===== src/rtl/c3po_arb_pkg.sv =====
// Shared types and constants for the c3po egress arbiter.
package c3po_arb_pkg;

    localparam int PORTS_C  = 4;
    localparam int DATA_W_C = 256;
    localparam int PORT_W   = $clog2(PORTS_C);

    typedef enum logic [0:0] {
        IDLE = 1'b0,
        BUSY = 1'b1
    } state_e;

    typedef struct packed {
        logic                sop;
        logic                eop;
        logic [7:0]          vbc;
        logic [DATA_W_C-1:0] data;
    } beat_t;

endpackage


===== src/rtl/c3po_rr_pick.sv =====
// Combinational rotate-priority picker: first requester after ptr_i wins.
module c3po_rr_pick #(
    parameter int PORTS_P  = 4,
    parameter int PORT_W_P = $clog2(PORTS_P)
) (
    input  logic [PORTS_P-1:0]  req_i,
    input  logic [PORT_W_P-1:0] ptr_i,
    output logic                any_o,
    output logic [PORT_W_P-1:0] idx_o
);

    int                  j;
    logic [PORT_W_P-1:0] cand;

    // Walk from the farthest slot to the nearest so the nearest requester overwrites last.
    always_comb begin
        any_o = 1'b0;
        idx_o = '0;
        j     = 0;
        cand  = '0;
        for (int k = PORTS_P; k >= 1; k--) begin
            j    = (int'(ptr_i) + k) % PORTS_P;
            cand = j[PORT_W_P-1:0];
            if (req_i[cand]) begin
                any_o = 1'b1;
                idx_o = cand;
            end else begin
                any_o = any_o;
            end
        end
    end

endmodule


===== src/rtl/c3po_egress_arb.sv =====
// Packet-locked round-robin merge of the unpacker streams onto one egress bus.
// Define C3PO_ARB_STATS_EN to add per-port accepted-packet counters (pkt_cnt).
module c3po_egress_arb
    import c3po_arb_pkg::*;
#(
    parameter int PORTS_P    = 4,
    parameter int DATA_W     = 256,
    parameter int CNT_SIZE_P = 8
) (
    input  logic                                  clk,
    input  logic                                  reset,
    input  logic [PORTS_P-1:0]                    cfg_port_enable,
    input  logic [PORTS_P-1:0]                    in_val,
    input  logic [PORTS_P-1:0]                    in_sop,
    input  logic [PORTS_P-1:0]                    in_eop,
    input  logic [PORTS_P*8-1:0]                  in_vbc,
    input  logic [PORTS_P*DATA_W-1:0]             in_data,
    output logic [PORTS_P-1:0]                    in_ready,
    output logic                                  out_val,
    output logic                                  out_sop,
    output logic                                  out_eop,
    output logic [7:0]                            out_vbc,
    output logic [DATA_W-1:0]                     out_data,
    output logic [((PORTS_P > 1) ? $clog2(PORTS_P) : 1)-1:0] out_port,
    input  logic                                  out_ready,
    output logic                                  busy
`ifdef C3PO_ARB_STATS_EN
    ,
    output logic [PORTS_P*CNT_SIZE_P-1:0]         pkt_cnt
`endif
);

    localparam int PORT_W_L = (PORTS_P > 1) ? $clog2(PORTS_P) : 1;
    localparam int VBC_W    = 8;

    if (PORTS_P < 2 || PORTS_P > 16 || CNT_SIZE_P < 1) begin : g_bad_param
        $error("c3po_egress_arb: unsupported parameter set");
    end

    state_e                state_q, state_d;
    logic [PORT_W_L-1:0]   rr_ptr_q, rr_ptr_d;
    logic [PORT_W_L-1:0]   gnt_q, gnt_d;
    logic                  out_val_d, out_sop_d, out_eop_d;
    logic [VBC_W-1:0]      out_vbc_d;
    logic [DATA_W-1:0]     out_data_d;
    logic [PORT_W_L-1:0]   out_port_d;
    logic [PORTS_P-1:0]    req_s;
    logic                  pick_any_s;
    logic [PORT_W_L-1:0]   pick_idx_s;
    logic                  out_free_s, accept_s, accept_eop_s;

    // cfg_port_enable only matters here, so a mid-packet disable never aborts a packet.
    assign req_s        = in_val & in_sop & cfg_port_enable;
    assign out_free_s   = ~out_val | out_ready;
    assign accept_s     = (state_q == BUSY) & in_val[gnt_q] & out_free_s;
    assign accept_eop_s = accept_s & in_eop[gnt_q];
    assign busy         = (state_q == BUSY);

    c3po_rr_pick #(
        .PORTS_P  (PORTS_P),
        .PORT_W_P (PORT_W_L)
    ) u_pick (
        .req_i (req_s),
        .ptr_i (rr_ptr_q),
        .any_o (pick_any_s),
        .idx_o (pick_idx_s)
    );

    // Only the locked port may be accepted, and only when the output slot frees up.
    always_comb begin
        in_ready = '0;
        if (state_q == BUSY) begin
            in_ready[gnt_q] = out_free_s;
        end else begin
            in_ready = '0;
        end
    end

    // Grant FSM: arbitrate in IDLE, hold the grant until the eop beat is accepted.
    always_comb begin
        state_d  = state_q;
        rr_ptr_d = rr_ptr_q;
        gnt_d    = gnt_q;
        case (state_q)
            IDLE: begin
                if (pick_any_s) begin
                    state_d  = BUSY;
                    gnt_d    = pick_idx_s;
                    rr_ptr_d = pick_idx_s;
                end else begin
                    state_d  = IDLE;
                end
            end
            BUSY: begin
                if (accept_eop_s) begin
                    state_d = IDLE;
                end else begin
                    state_d = BUSY;
                end
            end
            default: state_d = IDLE;
        endcase
    end

    // Output slot: load on accept, drain when consumed, otherwise hold.
    always_comb begin
        out_val_d  = out_val;
        out_sop_d  = out_sop;
        out_eop_d  = out_eop;
        out_vbc_d  = out_vbc;
        out_data_d = out_data;
        out_port_d = out_port;
        if (accept_s) begin
            out_val_d  = 1'b1;
            out_sop_d  = in_sop[gnt_q];
            out_eop_d  = in_eop[gnt_q];
            out_vbc_d  = in_vbc[int'(gnt_q) * VBC_W +: VBC_W];
            out_data_d = in_data[int'(gnt_q) * DATA_W +: DATA_W];
            out_port_d = gnt_q;
        end else if (out_free_s) begin
            out_val_d  = 1'b0;
        end else begin
            out_val_d  = out_val;
        end
    end

    // State, pointer and output registers; rr_ptr resets to the last port so port 0 leads.
    always_ff @(posedge clk or posedge reset) begin
        if (reset) begin
            state_q  <= IDLE;
            rr_ptr_q <= PORT_W_L'(PORTS_P - 1);
            gnt_q    <= '0;
            out_val  <= 1'b0;
            out_sop  <= 1'b0;
            out_eop  <= 1'b0;
            out_vbc  <= '0;
            out_data <= '0;
            out_port <= '0;
        end else begin
            state_q  <= state_d;
            rr_ptr_q <= rr_ptr_d;
            gnt_q    <= gnt_d;
            out_val  <= out_val_d;
            out_sop  <= out_sop_d;
            out_eop  <= out_eop_d;
            out_vbc  <= out_vbc_d;
            out_data <= out_data_d;
            out_port <= out_port_d;
        end
    end

`ifdef C3PO_ARB_STATS_EN
    logic [PORTS_P*CNT_SIZE_P-1:0] pkt_cnt_q, pkt_cnt_d;

    // Count accepted eop beats per source port; counters wrap naturally.
    always_comb begin
        pkt_cnt_d = pkt_cnt_q;
        if (accept_eop_s) begin
            pkt_cnt_d[int'(gnt_q) * CNT_SIZE_P +: CNT_SIZE_P] =
                pkt_cnt_q[int'(gnt_q) * CNT_SIZE_P +: CNT_SIZE_P] + CNT_SIZE_P'(1);
        end else begin
            pkt_cnt_d = pkt_cnt_q;
        end
    end

    // Packet counter register.
    always_ff @(posedge clk or posedge reset) begin
        if (reset) begin
            pkt_cnt_q <= '0;
        end else begin
            pkt_cnt_q <= pkt_cnt_d;
        end
    end

    assign pkt_cnt = pkt_cnt_q;
`endif

endmodule


===== config.mk =====
export PLATFORM = sky130hd
export DESIGN_NAME = c3po_egress_arb
export DESIGN_NICKNAME = d
export VERILOG_FILES = /design/src/rtl/c3po_arb_pkg.sv /design/src/rtl/c3po_rr_pick.sv /design/src/rtl/c3po_egress_arb.sv
export SDC_FILE = /design/constraint.sdc
export NUM_CORES = 1
export LEC_CHECK = 0
export CAP_MARGIN = 10
export CORE_AREA = 5 5 530 532
export CTS_CLUSTER_DIAMETER = 100
export DETAILED_ROUTE_END_ITERATION = 8
export DIE_AREA = 0 0 535 537
export SYNTH_ARGS = -nofsm -noshare
export SYNTH_HDL_FRONTEND = slang
export SYNTH_SLANG_ARGS = --single-unit

===== constraint.sdc =====
create_clock -name clk -period 8.08 [get_ports clk]
set_input_delay 0.808 -clock clk [delete_from_list [all_inputs] [get_ports clk]]
set_output_delay 0.808 -clock clk [all_outputs]
set_load 0.005 [all_outputs]

==> impl_metrics.tcl <==
set metrics [dict create \
    htree_levels 2 \
    synthDistinctLibCells 32 \
    gp_congestion 0.9931 \
    grt_max_degree 87 \
    max_stage_delay_ps 860 \
    cts_tree "done" \
    finalHoldViolations 0 \
    yosysTopAreaCellShare_pct 40.88 \
    port_buffers 1348 \
    drc 0 \
    cts-buffers-inserted 48 \
    synth_area_leader_cell "dfrtp_1" \
    die_width_um 535 \
    start_util_pct 6.043 \
    worstPathRequired_ps 7270 \
    dpl_cell_area_um2 34470 \
    slew_headroom_pct 36.19 \
    ys_seq_area_share_pct 41.20 \
    synth_area_leaders "dfrtp_1 41%, mux4_2 36%, mux2_1 10%, mux2_2 8.0%, buf_4 1.2%" \
    cts.sinks 274 \
    synth.cell_area_um2 16650 \
    drive_gt1_share_pct 21.31 \
    regToRegEndpoint "out_data[183]$_DFFE_PP0P_" \
    grt_usage_pct 14.76 \
    die-area_um2 287300 \
    cts_setup_buffers 0 \
    fin_area_um2 36260 \
    fin_util_pct 13.16 \
    min_period_ps 3992 \
    ir_drop_mv 0.2472 \
    rows 193 \
    start_kind "register" \
    antenna_found_initial 384 \
    clockBufferDepth 3 \
    fin_tns_setup_ps 0 \
    p_leak_nw 12.26 \
    clk_pin_slew_ps 50 \
    grt_overflow_total 0 \
    cts_resized 0 \
    dpl.hpwl_um 200600 \
    reg2regPathDepth 4 \
    layout_commonest_cell "clkdlybuf4s50_1" \
    maxCapViolCount 0 \
    drt_pass1_iterations 6 \
    wire_per_inst_um 36.44 \
    status "finished, final reports clean" \
    synth_area_per_cell_um2 17.71 \
    path_cells "buf_4 -> and3_1 -> clkdlybuf4s50_1" \
    slew_viol_final 0 \
    area_growth_pct 117.8 \
    crit_slowest_cell "dfrtp_4" \
    synth_cells 940 \
    crit_arrival_ps 3180 \
    routed_wl_um 221800 \
    final_nets 3344 \
    r2r_setup_slack_ps 4390 \
    rsz0062_at_grt "false" \
    tightest_slew_ps 957.2 \
    cts_root_buffer "clkbuf_16" \
    syn-num-nets 2015 \
    period_share_pct 49.41 \
    num_vias 18340 \
    ys_seq_elements 274 \
    ys_warn_count 0 \
    crit_fanout 43 \
    holdPathStages 1 \
    finalSetupViolations 0 \
    critPathKind "register to primary output" \
    fin_worst_skew_ps 18.95 \
    pin_count 1349 \
    worstSetupEndpointType "primary output" \
    final_cell_mix "1347 x clkdlybuf4s50_1, 270 x dfrtp_1, 267 x mux4_2" \
    drtIter0Drc 1240 \
    die_h_um 537 \
    worstHoldStart "out_data[154]$_DFFE_PP0P_" \
    core_um2 275500 \
    vias_per_cell 3.013 \
    postRouteAntennaNets 0 \
    grt_pass1_vias 18330 \
    hold_path_class "register to register" \
    cts_hold_buf 0 \
    grt_pass1_wl_um 261900 \
    critPathLaunch "gnt_q[1]$_DFFE_PP0P_" \
    insertion_delay_ps 690 \
    reg2reg_from "gnt_q[0]$_DFFE_PP0P_" \
    fmax_mhz 250.5 \
    hold_end "out_data[154]$_DFFE_PP0P_" \
    cellPowerDensity_nw_per_um2 315.0 \
]
## worst max-delay path by stage
stage	to	slack (ps)
detailed placement	out_data[121]$_DFFE_PP0P_	4260
global route	in_ready[3]	3970
CTS	in_ready[3]	3890
floorplan	busy$_DFF_PP0_	3650
global placement	out_data[111]$_DFFE_PP0P_	4320
finish	in_ready[3]	4090
## power breakdown
| part | internal, mW | total, mW | switching [mW] |
|---|---|---|---|
| clock network | 1.31 | 2.23 | 0.922 |
| registers | 2.12 | 2.69 | 0.569 |
| logic | 3.67 | 6.50 | 2.83 |
## metal layers
| metal | part of all wire (%) | vias up | global-route usage (%) |
|---|---|---|---|
| met5 | 0.97 | - | 0.8224 |
| met4 | 4.1 | 274 | 4.905 |
| met3 | 18 | 687 | 11.29 |
| met2 | 41 | 1715 | 21.56 |
| met1 | 36 | 8985 | 16.31 |
| li1 | - | 6675 | - |
## logic make-up (layout without fill, tap and decap cells)
| logic type | Yosys count | count (layout) | share of synthesized area (%) |
|---|---|---|---|
| compound gates | 17 | 17 | 0.7515 |
| buf+inv | 91 | 1455 | 3.164 |
| flops | 274 | 274 | 41.20 |
| mux | 534 | 534 | 54.17 |
| other cells | 0 | 77 | 0 |
| simple gates | 24 | 24 | 0.7139 |
## critical path: cells and delay by family, from the launching register on
family,cells,cell delay [ps]
flops,1,860
buf+inv,2,1310
simple gates,1,270
## cell usage after synthesis
cell and count:
clkbuf_1 24, buf_4 27, a31oi_1 1, nor3b_1 1, mux2_2 118, nor3_1 1
a211oi_1 2, a21o_1 2, mux4_2 267, o211ai_1 1, nand2_1 7, a21bo_2 1
inv_1 2, buf_6 7, o22ai_1 2, a41oi_1 1, a221o_1 1, nand2b_1 1
buf_2 25, and3_1 4, and2_1 1, o21a_1 1, nand2_2 1, dfrtp_1 272
mux2_1 149, o21ai_0 3, nand3_1 5, dfstp_2 2, nor2_1 3, a41o_1 1
buf_1 6, a21boi_0 1
## metrics by stage
| step | hold slack, ps | cells | setup WS (ps) | power (mW) |
|---|---|---|---|---|
| global placement | 475.3 | 5924 | 4318 | 9.235 |
| detailed placement | 480.0 | 5924 | 4263 | 9.311 |
| finish | 488.4 | 6086 | 4088 | 11.42 |
| global route | 504.3 | 6057 | 3967 | 11.99 |
| floorplan | 487.6 | 940 | 3650 | 5.726 |
| CTS | 492.5 | 6009 | 3894 | 11.66 |
## registers in the layout, summed over array words and instances (netlist names)
name,flops
busy,1
out_port,2
out_eop,1
out_vbc,8
gnt_q,2
out_sop,1
out_val,1
rr_ptr_q,2
out_data,256
## area by class of cell
class	instances	area, um2
inverter	2	11.26
clock buffer	64	1363
tap	3705	4636
multi-input combinational	575	9278
antenna	77	192.7
fill	30870	239300
sequential	274	6867
timing repair buffer	1368	13680
clock inverter	21	236.5
No activity file was read; power rests on OpenSTA's default activity.
